[config.mk]
export PLATFORM = sky130hd
export DESIGN_NAME = marlann_qpi_phy_flat
export DESIGN_NICKNAME = d
export VERILOG_FILES = /design/src/rtl/marlann_qpi_phy_pkg.sv /design/src/rtl/marlann_qpi_phy_if.sv /design/src/rtl/marlann_qpi_phy_sync.sv /design/src/rtl/marlann_qpi_phy.sv /design/src/flat_wrapper.sv
export SDC_FILE = /design/constraint.sdc
export NUM_CORES = 1
export LEC_CHECK = 0
export ABC_AREA = 1
export CORE_UTILIZATION = 35
export DETAILED_ROUTE_END_ITERATION = 8
export DONT_BUFFER_PORTS = 1
export GPL_TIMING_DRIVEN = 0
export PLACE_DENSITY = 0.51
export SLEW_MARGIN = 20
export SYNTH_ARGS = -nofsm -noshare
export SYNTH_HDL_FRONTEND = slang
export SYNTH_SLANG_ARGS = --single-unit
[constraint.sdc]
create_clock -name clock -period 2.2 [get_ports clock]
set_clock_uncertainty 0.1 [all_clocks]
set_input_delay 0.44 -clock clock [delete_from_list [all_inputs] [get_ports clock]]
set_output_delay 0.44 -clock clock [all_outputs]
set_load 0.01 [all_outputs]
[src/rtl/marlann_qpi_phy_pkg.sv]
// marlann_qpi_phy_pkg: shared constants for the QPI slave PHY and its users.
// Holds the PHY state encodings, the command opcodes seen by the decoder,
// and a small majority-vote helper for the optional qpi_clk deglitch filter.
package marlann_qpi_phy_pkg;

  localparam logic [1:0] RX_IDLE = 2'd0;
  localparam logic [1:0] RX      = 2'd1;
  localparam logic [1:0] TURN    = 2'd2;
  localparam logic [1:0] TX      = 2'd3;

  localparam logic [7:0] CMD_STATUS    = 8'h20;
  localparam logic [7:0] CMD_WRITE_BUF = 8'h21;
  localparam logic [7:0] CMD_READ_BUF  = 8'h22;
  localparam logic [7:0] CMD_STORE     = 8'h23;
  localparam logic [7:0] CMD_LOAD      = 8'h24;
  localparam logic [7:0] CMD_RUN       = 8'h25;

  function automatic logic maj3(input logic a, input logic b, input logic c);
    return (a & b) | (a & c) | (b & c);
  endfunction

endpackage

[src/rtl/marlann_qpi_phy_if.sv]
// marlann_qpi_phy_if: pad-side QPI signals plus the byte stream exchanged
// with the command decoder. The PHY uses the slave view; the host pads and
// decoder side (or a bench) use the master view.
interface marlann_qpi_phy_if;
  logic       qpi_csb;
  logic       qpi_clk;
  logic [3:0] qpi_io_in;
  logic [3:0] qpi_io_out;
  logic       qpi_io_oe;
  logic       rx_start;
  logic       rx_valid;
  logic [7:0] rx_data;
  logic       rx_stop;
  logic       tx_en;
  logic [7:0] tx_data;
  logic       tx_valid;
  logic       tx_ready;

  modport slave (
    input  qpi_csb, qpi_clk, qpi_io_in, tx_en, tx_data, tx_valid,
    output qpi_io_out, qpi_io_oe, rx_start, rx_valid, rx_data, rx_stop, tx_ready
  );

  modport master (
    output qpi_csb, qpi_clk, qpi_io_in, tx_en, tx_data, tx_valid,
    input  qpi_io_out, qpi_io_oe, rx_start, rx_valid, rx_data, rx_stop, tx_ready
  );
endinterface

[src/rtl/marlann_qpi_phy_sync.sv]
// marlann_qpi_phy_sync: STAGES-deep synchroniser with rise/fall detection.
// With FILTER set, the synchronised level is a majority vote over the last
// three samples, which swallows single-cycle pulses at the cost of one clock.
module marlann_qpi_phy_sync
  import marlann_qpi_phy_pkg::*;
#(
  parameter int STAGES = 2,
  parameter bit FILTER = 1'b0
) (
  input  logic clock,
  input  logic resetn,
  input  logic async_i,
  output logic level_o,
  output logic rise_o,
  output logic fall_o
);

  logic [STAGES-1:0] sync_q;
  logic              prev_q;
  logic              filt;

  // Shift the async input in; presets to 1 so csb/clk look idle after reset.
  always_ff @(posedge clock) begin
    if (!resetn) begin
      sync_q <= '1;
      prev_q <= 1'b1;
    end else begin
      sync_q <= {sync_q[STAGES-2:0], async_i};
      prev_q <= filt;
    end
  end

  generate
    if (FILTER) begin : g_filt
      logic [1:0] hist_q;
      // Keep the two previous synchronised samples for the majority vote.
      always_ff @(posedge clock) begin
        if (!resetn) hist_q <= '1;
        else         hist_q <= {hist_q[0], sync_q[STAGES-1]};
      end
      assign filt = maj3(sync_q[STAGES-1], hist_q[0], hist_q[1]);
    end else begin : g_raw
      assign filt = sync_q[STAGES-1];
    end
  endgenerate

  assign level_o = filt;
  assign rise_o  = filt & ~prev_q;
  assign fall_o  = ~filt & prev_q;

endmodule

[src/rtl/marlann_qpi_phy.sv]
// marlann_qpi_phy: QPI slave PHY. Oversamples host clock/csb/io in the
// system clock domain, assembles high-nibble-first bytes for the decoder and
// serialises response bytes after a one-byte turnaround.
// Build option: MARLANN_QPI_DEGLITCH_EN adds a majority filter on qpi_clk
// (one extra clock of latency, io delayed to match).
//
// state   | meaning
// RX_IDLE | csb inactive, waiting for csb fall
// RX      | host drives io, bytes assembled into rx_data
// TURN    | wait byte: 1st rise enables output, 2nd rise loads first tx byte
// TX      | PHY drives io, one nibble per host clock rise
module marlann_qpi_phy
  import marlann_qpi_phy_pkg::*;
#(
  parameter int         SYNC_STAGES = 2,
  parameter logic [7:0] IDLE_BYTE   = 8'hFF
) (
  input  logic             clock,
  input  logic             resetn,
  marlann_qpi_phy_if.slave bus
);

`ifdef MARLANN_QPI_DEGLITCH_EN
  localparam bit DEGLITCH = 1'b1;
`else
  localparam bit DEGLITCH = 1'b0;
`endif
  localparam int IO_STAGES = SYNC_STAGES + int'(DEGLITCH);

  logic       clk_rise, clk_level_unused, clk_fall_unused;
  logic       csb_level, csb_rise, csb_fall;
  logic       rise_v;
  logic [3:0] io_s;
  logic [7:0] tx_byte;

  logic [IO_STAGES-1:0][3:0] io_q;

  logic [1:0] state_q, state_d;
  logic       phase_q, phase_d;
  logic [3:0] hi_q, hi_d;
  logic [3:0] lo_q, lo_d;
  logic [7:0] rx_data_q, rx_data_d;
  logic       done_q, done_d;
  logic       rx_valid_q, rx_valid_d;
  logic       rx_start_q, rx_start_d;
  logic       rx_stop_q, rx_stop_d;
  logic       tx_ready_q, tx_ready_d;
  logic [3:0] io_out_q, io_out_d;
  logic       oe_q, oe_d;

  marlann_qpi_phy_sync #(.STAGES(SYNC_STAGES), .FILTER(DEGLITCH)) u_sync_clk (
    .clock(clock), .resetn(resetn), .async_i(bus.qpi_clk),
    .level_o(clk_level_unused), .rise_o(clk_rise), .fall_o(clk_fall_unused)
  );

  marlann_qpi_phy_sync #(.STAGES(SYNC_STAGES), .FILTER(1'b0)) u_sync_csb (
    .clock(clock), .resetn(resetn), .async_i(bus.qpi_csb),
    .level_o(csb_level), .rise_o(csb_rise), .fall_o(csb_fall)
  );

  // Delay io by the same depth as qpi_clk so the nibble lines up with rise.
  always_ff @(posedge clock) begin
    if (!resetn) io_q <= '1;
    else         io_q <= {io_q[IO_STAGES-2:0], bus.qpi_io_in};
  end

  assign io_s    = io_q[IO_STAGES-1];
  assign rise_v  = clk_rise & ~csb_level;
  assign tx_byte = bus.tx_valid ? bus.tx_data : IDLE_BYTE;

  // Next-state logic; a csb rise overrides everything, including a coincident clock rise.
  always_comb begin
    state_d    = state_q;
    phase_d    = phase_q;
    hi_d       = hi_q;
    lo_d       = lo_q;
    rx_data_d  = rx_data_q;
    io_out_d   = io_out_q;
    oe_d       = oe_q;
    done_d     = 1'b0;
    rx_valid_d = done_q;
    rx_start_d = 1'b0;
    rx_stop_d  = 1'b0;
    tx_ready_d = 1'b0;
    if (csb_rise) begin
      rx_stop_d = 1'b1;
      oe_d      = 1'b0;
      phase_d   = 1'b0;
      state_d   = RX_IDLE;
    end else begin
      case (state_q)
        RX_IDLE: begin
          if (csb_fall) begin
            rx_start_d = 1'b1;
            phase_d    = 1'b0;
            state_d    = RX;
          end
        end
        RX: begin
          if (rise_v) begin
            if (!phase_q) begin
              hi_d    = io_s;
              phase_d = 1'b1;
            end else begin
              rx_data_d = {hi_q, io_s};
              done_d    = 1'b1;
              phase_d   = 1'b0;
              if (bus.tx_en) state_d = TURN;
            end
          end
        end
        TURN: begin
          if (rise_v) begin
            if (!phase_q) begin
              oe_d    = 1'b1;
              phase_d = 1'b1;
            end else begin
              io_out_d   = tx_byte[7:4];
              lo_d       = tx_byte[3:0];
              tx_ready_d = bus.tx_valid;
              phase_d    = 1'b1;
              state_d    = TX;
            end
          end
        end
        default: begin
          if (rise_v) begin
            if (phase_q) begin
              io_out_d = lo_q;
              phase_d  = 1'b0;
            end else begin
              io_out_d   = tx_byte[7:4];
              lo_d       = tx_byte[3:0];
              tx_ready_d = bus.tx_valid;
              phase_d    = 1'b1;
            end
          end
        end
      endcase
    end
  end

  // State and output registers.
  always_ff @(posedge clock) begin
    if (!resetn) begin
      state_q    <= RX_IDLE;
      phase_q    <= 1'b0;
      hi_q       <= '0;
      lo_q       <= '0;
      rx_data_q  <= '0;
      done_q     <= 1'b0;
      rx_valid_q <= 1'b0;
      rx_start_q <= 1'b0;
      rx_stop_q  <= 1'b0;
      tx_ready_q <= 1'b0;
      io_out_q   <= '0;
      oe_q       <= 1'b0;
    end else begin
      state_q    <= state_d;
      phase_q    <= phase_d;
      hi_q       <= hi_d;
      lo_q       <= lo_d;
      rx_data_q  <= rx_data_d;
      done_q     <= done_d;
      rx_valid_q <= rx_valid_d;
      rx_start_q <= rx_start_d;
      rx_stop_q  <= rx_stop_d;
      tx_ready_q <= tx_ready_d;
      io_out_q   <= io_out_d;
      oe_q       <= oe_d;
    end
  end

  assign bus.qpi_io_out = io_out_q;
  assign bus.qpi_io_oe  = oe_q & ~bus.qpi_csb;
  assign bus.rx_start   = rx_start_q;
  assign bus.rx_valid   = rx_valid_q;
  assign bus.rx_data    = rx_data_q;
  assign bus.rx_stop    = rx_stop_q;
  assign bus.tx_ready   = tx_ready_q;

endmodule
[src/flat_wrapper.sv]
// flat-port wrapper written by rule: the top's interface ports become plain ports
module marlann_qpi_phy_flat import marlann_qpi_phy_pkg::*;
#(
  parameter int         SYNC_STAGES = 2,
  parameter logic [7:0] IDLE_BYTE   = 8'hFF
)
  (clock, resetn, bus_qpi_csb, bus_qpi_clk, bus_qpi_io_in, bus_tx_en, bus_tx_data, bus_tx_valid, bus_qpi_io_out, bus_qpi_io_oe, bus_rx_start, bus_rx_valid, bus_rx_data, bus_rx_stop, bus_tx_ready);
  marlann_qpi_phy_if bus_i ();
  input  logic clock;
  input  logic resetn;
  input wire logic [$bits(bus_i.qpi_csb)-1:0] bus_qpi_csb;
  input wire logic [$bits(bus_i.qpi_clk)-1:0] bus_qpi_clk;
  input wire logic [$bits(bus_i.qpi_io_in)-1:0] bus_qpi_io_in;
  input wire logic [$bits(bus_i.tx_en)-1:0] bus_tx_en;
  input wire logic [$bits(bus_i.tx_data)-1:0] bus_tx_data;
  input wire logic [$bits(bus_i.tx_valid)-1:0] bus_tx_valid;
  output wire logic [$bits(bus_i.qpi_io_out)-1:0] bus_qpi_io_out;
  output wire logic [$bits(bus_i.qpi_io_oe)-1:0] bus_qpi_io_oe;
  output wire logic [$bits(bus_i.rx_start)-1:0] bus_rx_start;
  output wire logic [$bits(bus_i.rx_valid)-1:0] bus_rx_valid;
  output wire logic [$bits(bus_i.rx_data)-1:0] bus_rx_data;
  output wire logic [$bits(bus_i.rx_stop)-1:0] bus_rx_stop;
  output wire logic [$bits(bus_i.tx_ready)-1:0] bus_tx_ready;
  assign bus_i.qpi_csb = bus_qpi_csb;
  assign bus_i.qpi_clk = bus_qpi_clk;
  assign bus_i.qpi_io_in = bus_qpi_io_in;
  assign bus_i.tx_en = bus_tx_en;
  assign bus_i.tx_data = bus_tx_data;
  assign bus_i.tx_valid = bus_tx_valid;
  assign bus_qpi_io_out = bus_i.qpi_io_out;
  assign bus_qpi_io_oe = bus_i.qpi_io_oe;
  assign bus_rx_start = bus_i.rx_start;
  assign bus_rx_valid = bus_i.rx_valid;
  assign bus_rx_data = bus_i.rx_data;
  assign bus_rx_stop = bus_i.rx_stop;
  assign bus_tx_ready = bus_i.tx_ready;
  marlann_qpi_phy #(.SYNC_STAGES(SYNC_STAGES), .IDLE_BYTE(IDLE_BYTE)) u_core (.clock(clock), .resetn(resetn), .bus(bus_i));
endmodule
==> impl_metrics.toml, run 1 <==
[power]
powerDensity_nw_per_um2 = 948
total_power_w = 0.00174
p_leak_nw = 0.804
irDropWorstVdd_uv = 473

[synthesis]
synthFlopType = "dfxtp_1"
synth_most_common_cell = "nor2_1"
ys_ff_latch = 43
ys_types = 22
yosys-top-cells-count = "nor2_1 (47), dfxtp_1 (43), o21ai_0 (22)"
netlist_instances = 203
synth_edf_count = 0
syn-num-nets = 226
synth_area_leaders = "dfxtp_1 (51%), nor2_1 (10%), o21ai_0 (6.5%), or2_2 (6.3%), nand2_1 (4.5%)"
async_flop_share_pct = 0
yosys_warnings = 0
yosysTopAreaCell = "dfxtp_1"
ys_seq_area_share_pct = 51.2
syn_area_per_cell_um2 = 8.28
synthesis.area_um2 = 1680
synth.top_cell.area_share_pct = 51.2

[finish]
utilization_pct = 40.9
layout-area-overhead-vs-synth_pct = 8.85
drive_gt1_share_pct = 17.1
final_nets = 233
n_antenna_cell = 0

[clocking]
cts_root_buf = "clkbuf_8"
clkSlewWorstSetupHoldPaths_ps = 80
cts_tree = "yes"
cts_htree_levels = 2
cts-resized-gates = 0
cts_sinks = 43
clk_latency_ps = 290
hold_buffers = 0
ctsLongestPathBuffers = 2
post_cts_buffers = 0
numCtsBuffers = 5

[floorplanning]
die-area_um2 = 5090
coreArea_um2 = 4470
die_y_um = 71.3
die_w_um = 71.3
fp-row-count = 24
initial_core_util_pct = 37.6
io_pins = 35

[critical_path]
critPathLaunchType = "flop"
critPathMaxFanout = 9
required_ps = 2290
cp.arrival_ps = 1840
cp-end-kind = "flop"
crit_type = "reg2reg"

[detailed_routing]
ant_nets = 0
wl_met2_um = 1330
wl_met3_um = 157
wl_met1_um = 1420
wl_per_cell_um = 11.4
drc = 3
first_pass_iters = 7
num_vias = 1238
wl_um = 2990
routed_via_density = 4.71
top_layer_used = "met4"
drt-initial-drc-count = 65

[grt]
antenna_found_initial = 0
grtUsageTotal_pct = 13.6
grt_pass1_wl_um = 5370
grt_overflow = 0
grt_start_max_net_pins = 14
grt_pass1_vias = 1259

[place]
place_congestion = 0.822
place_ws_ps = 430
portBuffers = 0
dpl.hpwl_um = 2340

[flow_run]
drv_cap = 0

[timing]
report.final.slew_viol_count = 0
tightest_slew_ps = 387
finalSetupViolations = 0
layout_setup_ws_ps = 444
max_freq_mhz = 570
fin_crit_ps = 1760
setup_tns_ps = 0
hold_viol = 0
grt_setup_unrepaired = "false"
fin_crit_sh_pct = 79.8
slew_headroom_pct = 74.2

[run_status]
violations = "DRC"
status = "complete, but fails checks"

[hold_path]
min_path_type = "in2reg"
## cells in the final DEF, fill, tap and decap left out
cell      netlist  layout
nand4_1         1       1
dfxtp_1        43      43
nand2_2         2       2
nand2_4         1       1
inv_2           2       2
nor4_1          1       1
inv_1          17      17
clkinv_2        2       5
ha_1            5       5
o22ai_1         1       1
a21oi_1         3       3
clkbuf_1        3       3
nand3_4         2       2
nand2_1        20      20
or2_2          17      17
nor2_8          1       1
o211a_1         4       4
nor2_1         47      47
nor2_2          1       1
clkinv_1        1       1
nand3_1         7       7
clkbuf_8        0       5
o21ai_0        22      22
## worst max-delay path, stage by stage (launching register included)
cell     delay [ps]
dfxtp_1         400
inv_1           100
ha_1            240
nor2_1          210
nand2_4         100
nor2_8          150
nand3_4         100
o21ai_0         190
nor2_1           50
## power by group
| group | switching [W] | internal [W] |
|---|---|---|
| clock | 0.000250 | 0.000217 |
| combinational | 0.000272 | 0.000144 |
| sequential | 0.0000364 | 0.000816 |
## layout make-up
cell class              count  area, µm²
fillers                   472       2640
flip-flops and latches     43        861
multi-input cells         135        724
inverters                  22       85.1
clock buffers               5       68.8
well taps                  52       65.1
clock inverters             3       15.0
plain buffers               3       11.3
## logic make-up after synthesis
group / Yosys count / synth area share [%]
buf+inv: 25 / 5.73
simple gates: 100 / 29.2
fa+ha+maj: 5 / 3.72
flops: 43 / 51.2
compound gates: 30 / 10.2
## sequential cells by signal, indices dropped and copies added (netlist names), 2 cells and up
name	cells
u_core.bus.rx_data	8
u_core.bus.qpi_io_out	4
u_core.hi_q	4
u_core.io_q	4
u_core.io_s	4
u_core.lo_q	4
u_core.state_q	2
u_core.u_sync_clk.sync_q	2
u_core.u_sync_csb.sync_q	2
## metal layers
| layer | up-vias | track usage (%) |
|---|---|---|
| li1 | 648 | - |
| met1 | 552 | 16.3 |
| met2 | 28 | 21.7 |
| met3 | 10 | 4.08 |
| met4 | 0 | 8.00 |
| met5 | - | 0 |
## per-stage QoR
| step | instances | hold WS (ps) | instance area [µm²] |
|---|---|---|---|
| after global routing | 263 | 128 | 1830 |
| after floorplan | 203 | 290 | 1680 |
| final | 263 | 138 | 1830 |
| after CTS | 263 | 125 | 1830 |
| after detailed placement | 255 | 300 | 1750 |
| after global placement | 255 | 296 | 1750 |
## path summary, 6_finish.rpt
path                                                                to  slack, ps                                    from  depth (start not counted)
worst max-delay path                       u_core.lo_q[2]$_SDFFE_PN0P_        440          u_core.state_q[1]$_SDFFE_PP0P_                          8
worst min-delay path               u_core.u_sync_csb.prev_q$_SDFF_PN1_        140                                  resetn                          1
worst max register to register             u_core.lo_q[2]$_SDFFE_PN0P_        440          u_core.state_q[1]$_SDFFE_PP0P_                          8
worst min register to register  u_core.u_sync_clk.sync_q[1]$_SDFF_PN1_        320  u_core.u_sync_clk.sync_q[0]$_SDFF_PN1_                          1
Note: power is estimated with default switching activity, not from simulation.
==> run 2, diff against run 1 <==
Settings changed: PLACE_DENSITY 0.51 to 0.53.
Clock period 2.2 ns to 1.45 ns, I/O delays scaled along.
==> run 2 against run 1 <==
The run ends with setup timing left; maximum frequency up 17%; count of clock-buffer cells in the layout unchanged; routed wire length up 6.9%; design area up 15%; clock power up 95%; combinational power up 140%; cell count up 5.3%; worst setup slack worse by 500 ps; non-clock buffer count up 14; core utilization up 6.2 points; register-to-register slack worse by 500 ps; largest cell class unchanged; largest power group unchanged.
==> impl_metrics.toml, run 2 (synthesis results as in run 1) <==
[run_status]
status = "complete, but fails checks"
violations = "setup timing"

[finish]
fin_area_um2 = 2110
fillers = 449
largest_reg_flops = 8
layout-area-overhead-vs-synth_pct = 25.3
final_nets = 247
final_common_cell = "nor2_1"
most-common-layout-cells = "nor2_1 (44), dfxtp_1 (41), nand2_1 (18)"
drive_gt1_share_pct = 28.0
n_antenna_cell = 0

[power]
clockPowerShare_pct = 28.3
netSwitchingFraction_pct = 32.0
p_leak_nw = 0.902
switchingPower_w = 0.00103
irDropWorstVdd_uv = 659
combPwrFrac_pct = 30.6
powerDensity_nw_per_um2 = 1530
total_power_w = 0.00321
p_int_w = 0.00219
power_frac_seq_pct = 41.1

[timing]
tightest_slew_ps = 425
fin_crit_sh_pct = 104
fin_crit_ps = 1510
hold_viol = 0
report.final.slew_viol_count = 0
whs_ps = 37.8
slew_headroom_pct = 71.6
finalSetupViolations = 11
layout_setup_ws_ps = -56.4
max_freq_mhz = 664
grt_setup_unrepaired = "true"

[detailed_routing]
wl_um = 3200
routed_via_density = 4.57
num_vias = 1266
wl_per_cell_um = 11.5
ant_nets = 0
drc = 0
first_pass_iters = 4
drt-initial-drc-count = 24

[critical_path]
timing.rr.end = "u_core.bus.qpi_io_out[3]$_SDFFE_PN0P_"
cp-end-kind = "flop"
crit_path_cell_trace = "clkinvlp_4 > ha_4 > nand2_2 > nand2_4 > nor2_8 > buf_12 > nand3_2 > o211a_1"
crit_start = "u_core.state_q[0]$_SDFFE_PP0P_"
r2r_start = "u_core.state_q[0]$_SDFFE_PP0P_"
critPathMaxFanout = 8
worst_path_max_delay_cell = "dfxtp_4"
rrSetupSlack_ps = -60
crit_path_end = "u_core.bus.qpi_io_out[3]$_SDFFE_PN0P_"
slowest_delay_ps = 380
critPathLaunchType = "flop"
crit_type = "reg2reg"
required_ps = 1530
reg2reg_depth = 8
crit_cells = 8
path_buf_inv = 2
crit_family = "flip-flops"
cp.arrival_ps = 1590

[place]
place_ws_ps = -236
dpl_cell_area_um2 = 1760
dpl.hpwl_um = 2240
portBuffers = 0
place_congestion = 0.760

[clocking]
cts_htree_levels = 2
cts_root_buf = "clkbuf_8"
clkSlewWorstSetupHoldPaths_ps = 80
clk_latency_ps = 290
cts_tree = "yes"
numCtsBuffers = 5
cts_sinks = 43
ctsLongestPathBuffers = 2

[grt]
grt_start_max_net_pins = 15
grtUsageTotal_pct = 13.8
antenna_found_initial = 0
grt_overflow = 0
grt_pass1_wl_um = 5430
grt_pass1_vias = 1197

[floorplanning]
coreArea_um2 = 4470
initial_core_util_pct = 37.6
die-area_um2 = 5090
die_y_um = 71.3
fp-row-count = 24
io_pins = 35
die_w_um = 71.3

[flow_run]
drv_cap = 0

[hold_path]
min_path_type = "in2reg"
[run 2: changes by cell type in the layout (fill, tap and decap cells not counted), moves of 4 or more]
cell	previous run	this run
buf_4	0	5
nand3_2	0	4
dlygate4sd3_1	0	7
o21ai_0	22	11
o21ai_1	0	9
nand3_1	7	3
[run 2: power by group through the flow]
stage / Combinational [W] / Sequential (W) / Clock, W
4_1_cts: 0.000881 / 0.00132 / 0.000930
3_3_place_gp: 0.000679 / 0.00133 / 0
5_1_grt: 0.00109 / 0.00133 / 0.000989
6_report: 0.000982 / 0.00132 / 0.000910
3_5_place_dp: 0.000679 / 0.00133 / 0
2_1_floorplan: 0.000579 / 0.00132 / 0
[run 2: how the worst min path moves through the flow]
| stage | from | to | slack (ps) | cells after the start |
|---|---|---|---|---|
| detailed placement | resetn | u_core.u_sync_csb.prev_q$_SDFF_PN1_ | 290 | 1 |
| CTS | resetn | u_core.hi_q[2]$_SDFFE_PN0P_ | 30 | 2 |
| global placement | resetn | u_core.u_sync_csb.prev_q$_SDFF_PN1_ | 290 | 1 |
| floorplan | resetn | u_core.u_sync_csb.prev_q$_SDFF_PN1_ | 280 | 1 |
| finish | resetn | u_core.hi_q[2]$_SDFFE_PN0P_ | 40 | 2 |
| global route | resetn | u_core.hi_q[2]$_SDFFE_PN0P_ | 40 | 2 |
[run 2: final cells by class]
class | count | area (µm²) | area share (%)
repair buffers | 14 | 139 | 6.59
inverters | 22 | 88.8 | 4.22
plain buffers | 3 | 11.3 | 0.534
multi-input cells | 135 | 822 | 39.0
flip-flops and latches | 43 | 868 | 41.2
clock inverters | 3 | 43.8 | 2.08
well taps | 52 | 65.1 | 3.09
clock buffers | 5 | 68.8 | 3.27
[run 2: timing repair]
action                     in CTS  in global routing
hold endpoints to repair        7                  0
hold buffers                    7                  0
setup endpoints to repair      20                 24
buffers inserted                4                  3
pin swaps                       5                  5
resized for setup              24                  8
[run 2: metal layers]
layer | track usage (%) | part of all wire (%)
met4 | 6.00 | 1.3
met5 | 0 | 0
met3 | 4.64 | 4.7
met2 | 21.3 | 46
met1 | 17.5 | 48
[run 2: through the flow]
stage / util, % / instances / setup TNS [ps]
after floorplan: - / 203 / -62.0
after global placement: 39.4 / 255 / -1370
after detailed placement: 39.4 / 255 / -1520
after CTS: 46.3 / 274 / -310
after global routing: 47.1 / 277 / -2440
final: 47.1 / 277 / -378
